[config.mk]
export PLATFORM = sky130hd
export DESIGN_NAME = wave_freq_meter_flat
export DESIGN_NICKNAME = d
export VERILOG_FILES = /design/src/rtl/wave_freq_meter_if.sv /design/src/rtl/wave_freq_meter.sv /design/src/flat_wrapper.sv
export SDC_FILE = /design/constraint.sdc
export NUM_CORES = 1
export LEC_CHECK = 0
export BUFFER_PORTS_ARGS = -buffer_cell sky130_fd_sc_hd__buf_2
export CAP_MARGIN = 15
export CELL_PAD_IN_SITES_DETAIL_PLACEMENT = 0
export CELL_PAD_IN_SITES_GLOBAL_PLACEMENT = 1
export CORE_MARGIN = 8
export CORE_UTILIZATION = 31
export CTS_CLUSTER_SIZE = 24
export DETAILED_ROUTE_END_ITERATION = 10
export HOLD_SLACK_MARGIN = 0.02
export PLACE_DENSITY_LB_ADDON = 0.1
export SYNTH_ARGS = -nofsm -noshare
export SYNTH_HDL_FRONTEND = slang
export SYNTH_SLANG_ARGS = --single-unit
[constraint.sdc]
create_clock -name clk -period 7.5 [get_ports clk]
set_clock_uncertainty 0.15 [all_clocks]
set_input_delay 0.75 -clock clk [delete_from_list [all_inputs] [get_ports clk]]
set_output_delay 0.75 -clock clk [all_outputs]
set_load 0.005 [all_outputs]
[src/rtl/wave_freq_meter_if.sv]
// Waveform sample input and frequency-measurement outputs of wave_freq_meter.
interface wave_freq_meter_if;
  logic signed [15:0] sample;
  logic        [31:0] ctrl_out;
  logic               valid;
  logic               timeout;

  modport master (output sample, input ctrl_out, valid, timeout);
  modport slave  (input sample, output ctrl_out, valid, timeout);
endinterface

[src/rtl/wave_freq_meter.sv]
// Measures the period between negative-to-non-negative crossings of a sampled
// waveform and converts it into a frequency control word floor(2^32 / P).
module wave_freq_meter #(
  parameter logic [31:0] TIMEOUT = 32'hFFFF_FFFF
) (
  input  logic             clk,
  input  logic             rst,
  wave_freq_meter_if.slave bus
);

  localparam logic [0:0] ARM     = 1'b0;
  localparam logic [0:0] MEASURE = 1'b1;
  localparam logic [5:0] LAST_STEP = 6'd33;

  logic signed [15:0] prev_sample;
  logic [0:0]         state;
  logic [31:0]        count;
  logic               timeout_r;
  logic               crossing;
  logic               start;

  logic               busy;
  logic [5:0]         step;
  logic [31:0]        divisor;
  logic [31:0]        rem;
  logic [31:0]        quot;
  logic [31:0]        ctrl_r;
  logic               valid_r;
  logic [32:0]        step_res;

  // One restoring-division step: returns {quotient bit, new remainder}.
  function automatic logic [32:0] div_step(input logic [31:0] r,
                                           input logic        bit_in,
                                           input logic [31:0] d);
    logic [32:0] trial;
    logic [32:0] diff;
    trial = {r, bit_in};
    diff  = trial - {1'b0, d};
    if (trial >= {1'b0, d}) div_step = {1'b1, diff[31:0]};
    else                    div_step = {1'b0, trial[31:0]};
  endfunction

  assign crossing = prev_sample[15] & ~bus.sample[15];
  assign start    = (state == MEASURE) && crossing && !busy;
  // The 33-bit dividend 2^32 contributes a single 1 on the first step only.
  assign step_res = div_step(rem, step == 6'd0, divisor);

  // Period measurement
  always_ff @(posedge clk or posedge rst) begin
    if (rst) begin
      prev_sample <= '0;
      state       <= ARM;
      count       <= '0;
      timeout_r   <= 1'b0;
    end else begin
      prev_sample <= bus.sample;
      timeout_r   <= 1'b0;
      case (state)
        ARM: begin
          if (crossing) begin
            count <= 32'd1;
            state <= MEASURE;
          end
        end
        default: begin
          if (crossing) begin
            count <= 32'd1;
          end else if (count == TIMEOUT) begin
            timeout_r <= 1'b1;
            count     <= '0;
            state     <= ARM;
          end else begin
            count <= count + 32'd1;
          end
        end
      endcase
    end
  end

  // Sequential divider: 33 iterations, then the result is published
  always_ff @(posedge clk or posedge rst) begin
    if (rst) begin
      busy    <= 1'b0;
      step    <= '0;
      divisor <= '0;
      rem     <= '0;
      quot    <= '0;
      ctrl_r  <= '0;
      valid_r <= 1'b0;
    end else begin
      valid_r <= 1'b0;
      if (start) begin
        busy    <= 1'b1;
        step    <= '0;
        divisor <= count;
        rem     <= '0;
        quot    <= '0;
      end else if (busy) begin
        if (step == LAST_STEP) begin
          ctrl_r  <= quot;
          valid_r <= 1'b1;
          busy    <= 1'b0;
        end else begin
          rem  <= step_res[31:0];
          quot <= {quot[30:0], step_res[32]};
          step <= step + 6'd1;
        end
      end
    end
  end

  assign bus.ctrl_out = ctrl_r;
  assign bus.valid    = valid_r;
  assign bus.timeout  = timeout_r;

endmodule

[src/flat_wrapper.sv]
// flat-port wrapper written by rule: the top's interface ports become plain ports
module wave_freq_meter_flat 
#(
  parameter logic [31:0] TIMEOUT = 32'hFFFF_FFFF
)
  (clk, rst, bus_sample, bus_ctrl_out, bus_valid, bus_timeout);
  wave_freq_meter_if bus_i ();
  input  logic clk;
  input  logic rst;
  input wire logic [$bits(bus_i.sample)-1:0] bus_sample;
  output wire logic [$bits(bus_i.ctrl_out)-1:0] bus_ctrl_out;
  output wire logic [$bits(bus_i.valid)-1:0] bus_valid;
  output wire logic [$bits(bus_i.timeout)-1:0] bus_timeout;
  assign bus_i.sample = bus_sample;
  assign bus_ctrl_out = bus_i.ctrl_out;
  assign bus_valid = bus_i.valid;
  assign bus_timeout = bus_i.timeout;
  wave_freq_meter #(.TIMEOUT(TIMEOUT)) u_core (.clk(clk), .rst(rst), .bus(bus_i));
endmodule
==> qor.yml <==
place:
  place_congestion: 0.7373
  dp_slack_ns: 3.325
  io_buffers: 36
  placed_cell_area_sq_mm: 0.009542
  hpwl_mm: 14.72
power_and_ir_drop:
  power_density_mw_per_mm2: 459.7
  pwr-share-seq_pct: 30.7
  power_frac_comb_pct: 50.0
  internal-power_mw: 2.688
  p_clk_share_pct: 19.3
  swShare_pct: 42.32
  vdd_drop_max_uv: 206.7
  leakage_nw: 4.659
  p_switching_mw: 1.972
finish:
  nNetsFinal: 1030
  layout.cells.most_common: "dfrtp_1"
  layout_common_cells: "dfrtp_1 (171), nand2_1 (156), o21ai_0 (93)"
  diodes: 0
  regArea_sq_mm: 0.004279
  final_util_pct: 35.41
  fillers: 2969
  area_delta_synth_final_pct: 12.59
  multi_input_area_sq_mm: 0.004342
  fin_area_sq_mm: 0.01014
  drive_gt1_share_pct: 13.16
cts:
  ctsResizeCount: 0
  cts_root_buffer: "clkbuf_16"
  ctsLongestPathBuffers: 2
  cts_tree: "done"
  cts_hold_buf: 0
  cts_buffers: 17
  cts_max_level: 4
  post_cts_buffers: 0
  clock-sinks: 171
  clk_pin_slew_ns: 0.08
  clk_latency_ns: 0.44
critical_path:
  cp.required_ns: 7.64
  critPathMaxFanout: 6
  end_kind: "flop"
  r2r_slack_ns: 3.34
  r2r-start: "u_core.step[0]$_DFFE_PP0P_"
  crit_arrival_ns: 4.30
  cp-start-kind: "flop"
  worst-r2r-cell-count: 15
  critPathLaunch: "u_core.step[0]$_DFFE_PP0P_"
  worstReg2RegEnd: "u_core.rem[30]$_DFFE_PP0P_"
  critPathCapture: "u_core.rem[30]$_DFFE_PP0P_"
  worstSetupPathType: "reg -> reg"
yosys:
  ys_ff_latch: 171
  synth_edf_count: 0
  ys_seq_area_share_pct: 47.53
  syn_avg_cell_area_sq_um: 9.387
  synth_flop_cell: "dfrtp_1"
  synth_top_area_share_pct: 47.53
  yosysTopAreaCell: "dfrtp_1"
  synth_nets: 1014
  synth_cell_type_count: 66
  netlist_area_sq_mm: 0.009002
  yosys_warnings: 0
  synth_cells: 959
  synthArstFlopShare_pct: 100.0
  synth_area_leaders: "dfrtp_1 (48%), nand2_1 (6.5%), o21ai_0 (5.2%), ha_1 (5.0%), nand3_1 (4.2%)"
die:
  io_pins: 52
  die-area_sq_mm: 0.03475
  die-height_um: 186.4
  fp-row-count: 62
  coreArea_sq_mm: 0.02863
  start_util_pct: 31.45
  die_w_um: 186.4
global_route:
  grt.overflow.total: 0
  antenna_found_initial: 0
  grt_pass1_vias: 6886
  grt_max_degree: 77
  grt_usage_pct: 13.01
  grt_pass1_wl_mm: 37.58
timing:
  fmax_mhz: 240.4
  rsz0062_at_grt: "no"
  fin_crit_ns: 4.160
  worst_pin_slew_ns: 0.9665
  timing.final.ws_setup_ns: 3.340
  maxSlewHeadroom_pct: 35.50
  whs_ns: 0.2316
  tns_ns: 0
  drv_slew: 0
  period_share_pct: 55.47
  setup_violations: 0
  hold_viol: 0
routing:
  drtIter0Drc: 366
  dr.pass1.iters: 5
  finalWirelength_mm: 22.11
  drc: 0
  wire_per_inst_um: 16.12
  viasPerCell: 4.853
  ant_nets: 0
  num_vias: 6659
run_status:
  status: "completed"
job:
  cap_viol_max_count: 0
worst_hold_path:
  holdCritPathClass: "in -> async"
-- cells in the mapped netlist, types with 2 or more instances --
library cell	number
nor2b_1	6
and4_1	4
nor3_1	7
a32o_1	2
ha_1	36
nor4_1	2
or2_2	3
xnor2_1	16
nand4_1	14
a21oi_1	28
o211a_1	2
nand2_1	156
or3_1	4
and3_1	11
dfrtp_1	171
buf_1	7
xor2_1	18
o21ai_0	93
mux2_2	32
nand3_1	76
and2_1	5
a21boi_0	2
nand3b_1	2
o21ai_1	25
a211oi_1	2
nand2b_1	8
o21bai_1	5
inv_1	48
mux2i_1	21
a21o_1	12
a32oi_1	3
o31a_1	3
o211ai_1	7
nor2_1	37
o21a_1	8
a31oi_1	6
buf_6	4
buf_2	3
o31ai_1	10
clkbuf_1	34
-- state kept, by name, summed over array words and instances (netlist names) --
register and cells:
u_core.step 6, u_core.busy 1, u_core.divisor 32, u_core.bus.timeout 1, u_core.prev_sample 1, u_core.bus.valid 1
u_core.quot 32, u_core.bus.ctrl_out 32, u_core.rem 32, u_core.state 1, u_core.count 32
-- power by group through the flow --
stage | clock [mW] | combinational, mW | sequential (mW)
after CTS | 0.928 | 2.38 | 1.44
after floorplan | 0 | 1.88 | 1.40
after global placement | 0 | 2.36 | 1.45
after detailed placement | 0 | 2.36 | 1.45
after global routing | 0.965 | 2.67 | 1.48
final | 0.898 | 2.33 | 1.43
-- per-stage QoR --
stage / power, mW / cells
2_1_floorplan: 3.274 / 959
3_3_place_gp: 3.816 / 1340
3_5_place_dp: 3.816 / 1340
4_1_cts: 4.742 / 1372
5_1_grt: 5.110 / 1372
6_report: 4.659 / 1372
-- worst min-delay path by stage --
stage          cells past startpoint                               start  slack [ns]                                  end
2_1_floorplan                      2       u_core.divisor[0]$_DFFE_PP0P_        0.30        u_core.divisor[0]$_DFFE_PP0P_
4_1_cts                            2                                 rst        0.26  u_core.bus.ctrl_out[31]$_DFFE_PP0P_
5_1_grt                            1                      bus_sample[15]        0.27     u_core.prev_sample[15]$_DFF_PP0_
3_3_place_gp                       1  u_core.bus.ctrl_out[8]$_DFFE_PP0P_        0.33   u_core.bus.ctrl_out[8]$_DFFE_PP0P_
3_5_place_dp                       2         u_core.quot[14]$_DFFE_PP0P_        0.33          u_core.quot[15]$_DFFE_PP0P_
6_report                           2                                 rst        0.23   u_core.bus.ctrl_out[2]$_DFFE_PP0P_
-- area by class of cell --
class / instances / share of cell area (%)
clock buffer: 18 / 4.333
clock inverter: 14 / 1.531
inverter: 48 / 1.827
multi-input combinational: 691 / 42.83
sequential: 171 / 42.22
tap: 384 / 4.740
timing repair buffer: 46 / 2.518
-- per-layer routing --
metal  vias up  GRT usage [%]  share of wire, %  wire (um)
li1       3399              -                 -          -
met1      3185          18.09                52      11500
met2        62          20.80                45       9865
met3        13          1.957               2.6        571
met4         0          3.417              0.80        178
met5         -              0                 0          0
-- cell families after synthesis --
kind of cell	share of synthesized area (%)
muxes	6.504
buffers and inverters	4.461
and+or+nand+nor	17.54
adders and majority gates	5.226
xor gates and xnor gates	3.308
DFF	47.53
AOI/OAI and AO/OA	15.43
-- critical path, stage by stage, from the launching register on --
cell	delay [ns]
dfrtp_1	0.45
inv_1	0.07
ha_1	0.19
nand3b_1	0.16
ha_1	0.21
inv_1	0.06
fa_1	0.40
a21o_1	0.21
a221oi_1	0.61
a211oi_2	0.21
o21ai_1	0.36
o31a_1	0.29
nand2_1	0.14
a41oi_1	0.27
xor2_1	0.15
o21ai_0	0.08
Power figures use the tool's default switching activity.
